==> config.mk <==
export PLATFORM = sky130hd
export DESIGN_NAME = muldiv_divider
export DESIGN_NICKNAME = d
export VERILOG_FILES = /design/src/rtl/muldiv_divider.sv
export SDC_FILE = /design/constraint.sdc
export NUM_CORES = 1
export LEC_CHECK = 0
export CAP_MARGIN = 20
export CORE_ASPECT_RATIO = 1.1
export CORE_MARGIN = 5
export CORE_UTILIZATION = 40
export DETAILED_ROUTE_END_ITERATION = 10
export PLACE_DENSITY_LB_ADDON = 0.3
export RECOVER_POWER = 50
export SLEW_MARGIN = 10
export SYNTH_ARGS = -nofsm -noshare
export SYNTH_HDL_FRONTEND = slang
export SYNTH_SLANG_ARGS = --single-unit
export TNS_END_PERCENT = 10
==> constraint.sdc <==
create_clock -name clk -period 4.4 [get_ports clk]
set_input_delay 1.1 -clock clk [delete_from_list [all_inputs] [get_ports clk]]
set_output_delay 1.1 -clock clk [all_outputs]
set_load 0.005 [all_outputs]
==> src/rtl/muldiv_divider.sv <==
// ============================================================================
//  Module      : muldiv_divider
//  Description : Iterative restoring divider for RISC-V DIV/DIVU/REM/REMU.
//                Valid/ready request and result handshakes; corner-case flags.
//  Revision    : 1.0  initial release
// ============================================================================
`timescale 1ns/1ps
`default_nettype none

module muldiv_divider #(
    parameter int XLEN = 32
) (
    input  logic            clk,
    input  logic            rst_n,
    input  logic            flush,
    input  logic            in_valid,
    output logic            in_ready,
    input  logic [1:0]      div_op,
    input  logic [XLEN-1:0] dividend,
    input  logic [XLEN-1:0] divisor,
    output logic            out_valid,
    input  logic            out_ready,
    output logic [XLEN-1:0] result,
    output logic            div_by_zero_flag,
    output logic            overflow_flag
);

    localparam int CW = $clog2(XLEN) + 1;
    localparam logic [XLEN-1:0] C_ONE     = {{(XLEN-1){1'b0}}, 1'b1};
    localparam logic [XLEN-1:0] C_MIN_NEG = {1'b1, {(XLEN-1){1'b0}}};
    localparam logic [CW-1:0]   C_CNT_ONE = {{(CW-1){1'b0}}, 1'b1};
    localparam logic [CW-1:0]   C_CNT_INIT = CW'(XLEN);

    typedef enum logic [1:0] {
        IDLE = 2'd0,
        CALC = 2'd1,
        FIX  = 2'd2,
        DONE = 2'd3
    } state_t;

    state_t            state_q,     state_d;
    logic [1:0]        op_q,        op_d;
    logic [XLEN-1:0]   rem_q,       rem_d;
    logic [XLEN-1:0]   quo_q,       quo_d;
    logic [XLEN-1:0]   dsr_q,       dsr_d;
    logic [CW-1:0]     cnt_q,       cnt_d;
    logic              qsign_q,     qsign_d;
    logic              rsign_q,     rsign_d;
    logic [XLEN-1:0]   result_q,    result_d;
    logic              out_valid_q, out_valid_d;
    logic              dbz_q,       dbz_d;
    logic              ovf_q,       ovf_d;

    logic              w_req_signed;
    logic [XLEN-1:0]   w_abs_a;
    logic [XLEN-1:0]   w_abs_b;
    logic [XLEN:0]     w_shift;
    logic [XLEN:0]     w_diff;
    logic [XLEN-1:0]   w_quo_fix;
    logic [XLEN-1:0]   w_rem_fix;

    assign w_req_signed = ~div_op[0];
    assign w_abs_a      = dividend[XLEN-1] ? (~dividend + C_ONE) : dividend;
    assign w_abs_b      = divisor[XLEN-1]  ? (~divisor  + C_ONE) : divisor;

    // Remainder stays below the divisor, so a 33-bit trial subtract suffices:
    // bit XLEN of the difference is set exactly when the subtract borrows.
    assign w_shift   = {rem_q, quo_q[XLEN-1]};
    assign w_diff    = w_shift - {1'b0, dsr_q};

    assign w_quo_fix = qsign_q ? (~quo_q + C_ONE) : quo_q;
    assign w_rem_fix = rsign_q ? (~rem_q + C_ONE) : rem_q;

    assign in_ready         = (state_q == IDLE) && !flush;
    assign out_valid        = out_valid_q;
    assign result           = result_q;
    assign div_by_zero_flag = dbz_q;
    assign overflow_flag    = ovf_q;

    always_comb begin
        state_d     = state_q;
        op_d        = op_q;
        rem_d       = rem_q;
        quo_d       = quo_q;
        dsr_d       = dsr_q;
        cnt_d       = cnt_q;
        qsign_d     = qsign_q;
        rsign_d     = rsign_q;
        result_d    = result_q;
        out_valid_d = out_valid_q;
        dbz_d       = dbz_q;
        ovf_d       = ovf_q;

        case (state_q)
            IDLE: begin
                if (in_valid && in_ready) begin
                    op_d = div_op;
                    if (divisor == '0) begin
                        result_d    = div_op[1] ? dividend : '1;
                        dbz_d       = 1'b1;
                        out_valid_d = 1'b1;
                        state_d     = DONE;
                    end else if (w_req_signed && dividend == C_MIN_NEG && divisor == '1) begin
                        result_d    = div_op[1] ? '0 : C_MIN_NEG;
                        ovf_d       = 1'b1;
                        out_valid_d = 1'b1;
                        state_d     = DONE;
                    end else begin
                        rem_d   = '0;
                        quo_d   = w_req_signed ? w_abs_a : dividend;
                        dsr_d   = w_req_signed ? w_abs_b : divisor;
                        qsign_d = w_req_signed & (dividend[XLEN-1] ^ divisor[XLEN-1]);
                        rsign_d = w_req_signed & dividend[XLEN-1];
                        cnt_d   = C_CNT_INIT;
                        state_d = CALC;
                    end
                end
            end
            CALC: begin
                if (!w_diff[XLEN]) begin
                    rem_d = w_diff[XLEN-1:0];
                    quo_d = {quo_q[XLEN-2:0], 1'b1};
                end else begin
                    rem_d = w_shift[XLEN-1:0];
                    quo_d = {quo_q[XLEN-2:0], 1'b0};
                end
                cnt_d = cnt_q - C_CNT_ONE;
                if (cnt_q == C_CNT_ONE) begin
                    state_d = FIX;
                end
            end
            FIX: begin
                result_d    = op_q[1] ? w_rem_fix : w_quo_fix;
                out_valid_d = 1'b1;
                state_d     = DONE;
            end
            DONE: begin
                if (out_ready) begin
                    out_valid_d = 1'b0;
                    dbz_d       = 1'b0;
                    ovf_d       = 1'b0;
                    state_d     = IDLE;
                end
            end
            default: state_d = IDLE;
        endcase

        if (flush) begin
            state_d     = IDLE;
            out_valid_d = 1'b0;
            dbz_d       = 1'b0;
            ovf_d       = 1'b0;
        end
    end

    always_ff @(posedge clk or negedge rst_n) begin
        if (!rst_n) begin
            state_q     <= IDLE;
            op_q        <= '0;
            rem_q       <= '0;
            quo_q       <= '0;
            dsr_q       <= '0;
            cnt_q       <= '0;
            qsign_q     <= 1'b0;
            rsign_q     <= 1'b0;
            result_q    <= '0;
            out_valid_q <= 1'b0;
            dbz_q       <= 1'b0;
            ovf_q       <= 1'b0;
        end else begin
            state_q     <= state_d;
            op_q        <= op_d;
            rem_q       <= rem_d;
            quo_q       <= quo_d;
            dsr_q       <= dsr_d;
            cnt_q       <= cnt_d;
            qsign_q     <= qsign_d;
            rsign_q     <= rsign_d;
            result_q    <= result_d;
            out_valid_q <= out_valid_d;
            dbz_q       <= dbz_d;
            ovf_q       <= ovf_d;
        end
    end

endmodule

`default_nettype wire

==> metrics.txt <==
nets=around 1,700; ys flop type=dfrtp_1; arrival time worst endpoint=between 4000 and 5000 ps; Die Y=roughly 190 um; Initial Utilization=slightly above 40%; top post-synthesis cells by area=dfrtp_1 31%, xnor2_1 7.0%, nor2_1 5.4%; CP Class=input pin to flop; drt drc=0; routed wl met3=between 2 and 2.5 mm; WL per Instance=between 15 and 20 um; Worst-path clk slew=approximately 60 ps; Hold Fails Final Rpt=0; final setup fails=0; Crit path top cell by count=buf_4; post-synth cell types=62; count leader, synth=nor2_1; DR vias=10,900; Max Root-Sink Buffers=2; Syn Inst Count=between 1,000 and 1,500; CP max stage delay=about 580 ps; vias in the first global route=10,500; fmax=between 200 and 300 MHz; placed cells=1,883; synth cell count leaders=163 x nor2_1, 161 x nand2_1, 142 x dfrtp_1; Die X=approximately 170 um; CTS sink cnt=roughly 140; flop-to-flop setup slack=about 530 ps; CP Capture Type=flop; top-area cell type share of the netlist area=about 31%; r2r startpoint=quo_q[31]; first-pass GRT wire length=between 50 and 60 mm; Slew HR=-65.9%; final instance count without filler cells=1,915; Highest Signal Layer=met5; Max-Cap Viols=2; Leak=5.79 nW; TritonCTS clock tree=built; core area=around 28,000 um2; DR vias/cell=5.68; reg-to-reg endpoint=rem_q[8]; R2R cell count=13; CP Data Required Time=4610 ps; total CTS buffers=17; Async SR Flop Fraction=between 90% and 100%; pin count of the biggest net entering global routing=97; status=finished, violations left; WL met2=around 15 mm; crit path max-delay cell type=clkdlybuf4s50_1; Multi-input gate area=7240 um2; initial antenna violation count=1; Routed WL=about 33 mm; peak supply drop=0.365 mV; FF/Latch Area=between 3000 and 4000 um2; Iter 0 DRT Violations=around 940; Critical Path Start Type=input pin; failing checks=max-capacitance violations, max-slew violations; CP Cell Sequence=clkdlybuf4s50_1 -> ha_1 -> nand4_1 -> nor4_1 -> buf_4 -> nand4_1 -> nor3_1 -> buf_4 -> nor3b_2 -> a21oi_4 -> buf_4 -> nor4_1 -> xnor2_1 -> o21ai_0; Util after Layout=48.4%; io pins=around 110; Synth Register Bits=between 100 and 150; Root Buffer=clkbuf_16; DP HPWL=~25 mm; RSZ-0062 raised after global routing=no; Post-CTS Resized=0; met1 WL=roughly 15 mm; min Tclk post-route=between 3000 and 4000 ps; Antenna Cells=0; Yosys Warn Count=0; crit share post-route=between 90% and 100%; Pins Over Slew Limit=144; post-CTS setup buffer count=0; fraction of layout cells with a size suffix above 1=between 6 and 7%; Slew @ Worst Pin=between 2000 and 2500 ps; GPL Wtd Cong=0.882; cts hold-fix bufs=0; Fillers=between 2,000 and 3,000; CTS H-tree lvls=4; die area=around 32,000 um2; input/output buffers=roughly 110; EDFF count, synth=0; clk_lat worst skew=about 430 ps; Pre-Repair DR Iteration Count=6; post-synth top area cell=dfrtp_1; skew final=about 8.7 ps; power per standard cell area=~720 nW/um2; Synth Cell Area=approximately 11,000 um2; Hold Crit Class=flop to flop; row cnt=64; Syn Area/Cell=7.80 um2; Worst Hold End=result[9]; grt ovf=0; Post-Syn Nets=approximately 1,600; antenna viol nets, final=0; Tot GR Track Use=approximately a fifth; Area Overhead vs Synth=19.2%; sequential share of the synthesized area=a little under a third; hold path depth=1; critical-path maximum fanout=6; TNS Setup=0 ps; Worst Hold Launch=result[9]
==> flip-flops by register name, indices dropped and copies added (netlist names), 2 cells and up <==
| register | flops |
|---|---|
| quo_q | 32 |
| rem_q | 32 |
| result | 32 |
| state_q | 2 |
| dsr_q | 32 |
| cnt_q | 6 |
==> final cells by class <==
type | count | share of cell area (%)
inverter | 62 | 1.72
tap | 363 | 3.36
clock buffer | 25 | 3.59
sequential | 142 | 26.3
clock inverter | 7 | 0.629
multi-input combinational | 1157 | 53.5
timing repair buffer | 159 | 10.9
==> layout by cell type (no fill, tap or decap), types with 11 or more instances in the layout <==
cell type / netlist / layout
nand3_1: 21 / 21
ha_1: 43 / 43
xor2_1: 59 / 59
o22ai_1: 33 / 33
nand4_1: 23 / 23
o41ai_1: 16 / 16
a21oi_1: 118 / 117
a21o_1: 27 / 27
or4_1: 12 / 12
xnor2_1: 91 / 90
dlygate4sd3_1: 0 / 17
a31oi_1: 11 / 11
nor3_1: 21 / 21
o211ai_1: 22 / 22
nand2_1: 161 / 161
inv_1: 62 / 62
nor2_1: 163 / 163
nor4_1: 12 / 12
o31ai_1: 49 / 49
mux2i_1: 24 / 24
nand2b_1: 18 / 18
buf_4: 1 / 47
or3_1: 24 / 24
clkdlybuf4s50_1: 0 / 88
clkbuf_16: 0 / 17
dfrtp_1: 142 / 142
o21ai_0: 114 / 114
==> logic make-up after synthesis <==
group                    synth area share [%]
AND/OR/NAND/NOR                          20.1
AO/OA/AOI/OAI                            24.6
buffers and inverters                    5.29
XOR/XNOR                                 11.6
flip-flops                               31.3
adder cells (fa/ha/maj)                  4.91
multiplexers                             2.21
==> metrics by stage <==
stage / total power, mW / hold WS, ps / worst slack [ps] / instance area (um2)
after floorplan: 6.56 / 450 / 473 / 11400
after global placement: 8.19 / 461 / 89.7 / 13000
after detailed placement: 8.29 / 466 / 38.5 / 13000
after CTS: 9.75 / 479 / 471 / 13600
after global routing: 10.6 / 492 / 136 / 13500
final: 9.73 / 469 / 422 / 13500
==> worst max path at each step <==
stage / startpoint / end / slack (ps) / cells past startpoint
after CTS: dividend[0] / rem_q[31] / 470 / 12
after global routing: divisor[2] / result[18] / 140 / 12
after floorplan: dividend[0] / rem_q[10] / 470 / 11
final: divisor[1] / cnt_q[5] / 420 / 14
after global placement: dividend[0] / rem_q[31] / 90 / 12
after detailed placement: dividend[0] / rem_q[31] / 40 / 12
==> worst max-delay path: cells and delay by family <==
kind / cells / cell delay [ps]
AOI/OAI and AO/OA: 2 / 330
adders and majority gates: 1 / 260
buffers and inverters: 4 / 1140
and+or+nand+nor: 6 / 1230
xor gates and xnor gates: 1 / 130
==> report_power, final <==
group          internal, mW  total [mW]  switching, mW
clock network         0.875        1.43          0.552
logic                  2.51        5.76           3.25
registers              1.85        2.54          0.687
total                  5.24        9.73           4.49
==> metal layers <==
| metal | track usage (%) | up-vias |
|---|---|---|
| met5 | 0 | - |
| met4 | 7.00 | 2 |
| met3 | 3.17 | 72 |
| met2 | 33.6 | 361 |
| met1 | 28.6 | 5072 |
| li1 | - | 5361 |
Power figures use the tool's default switching activity.
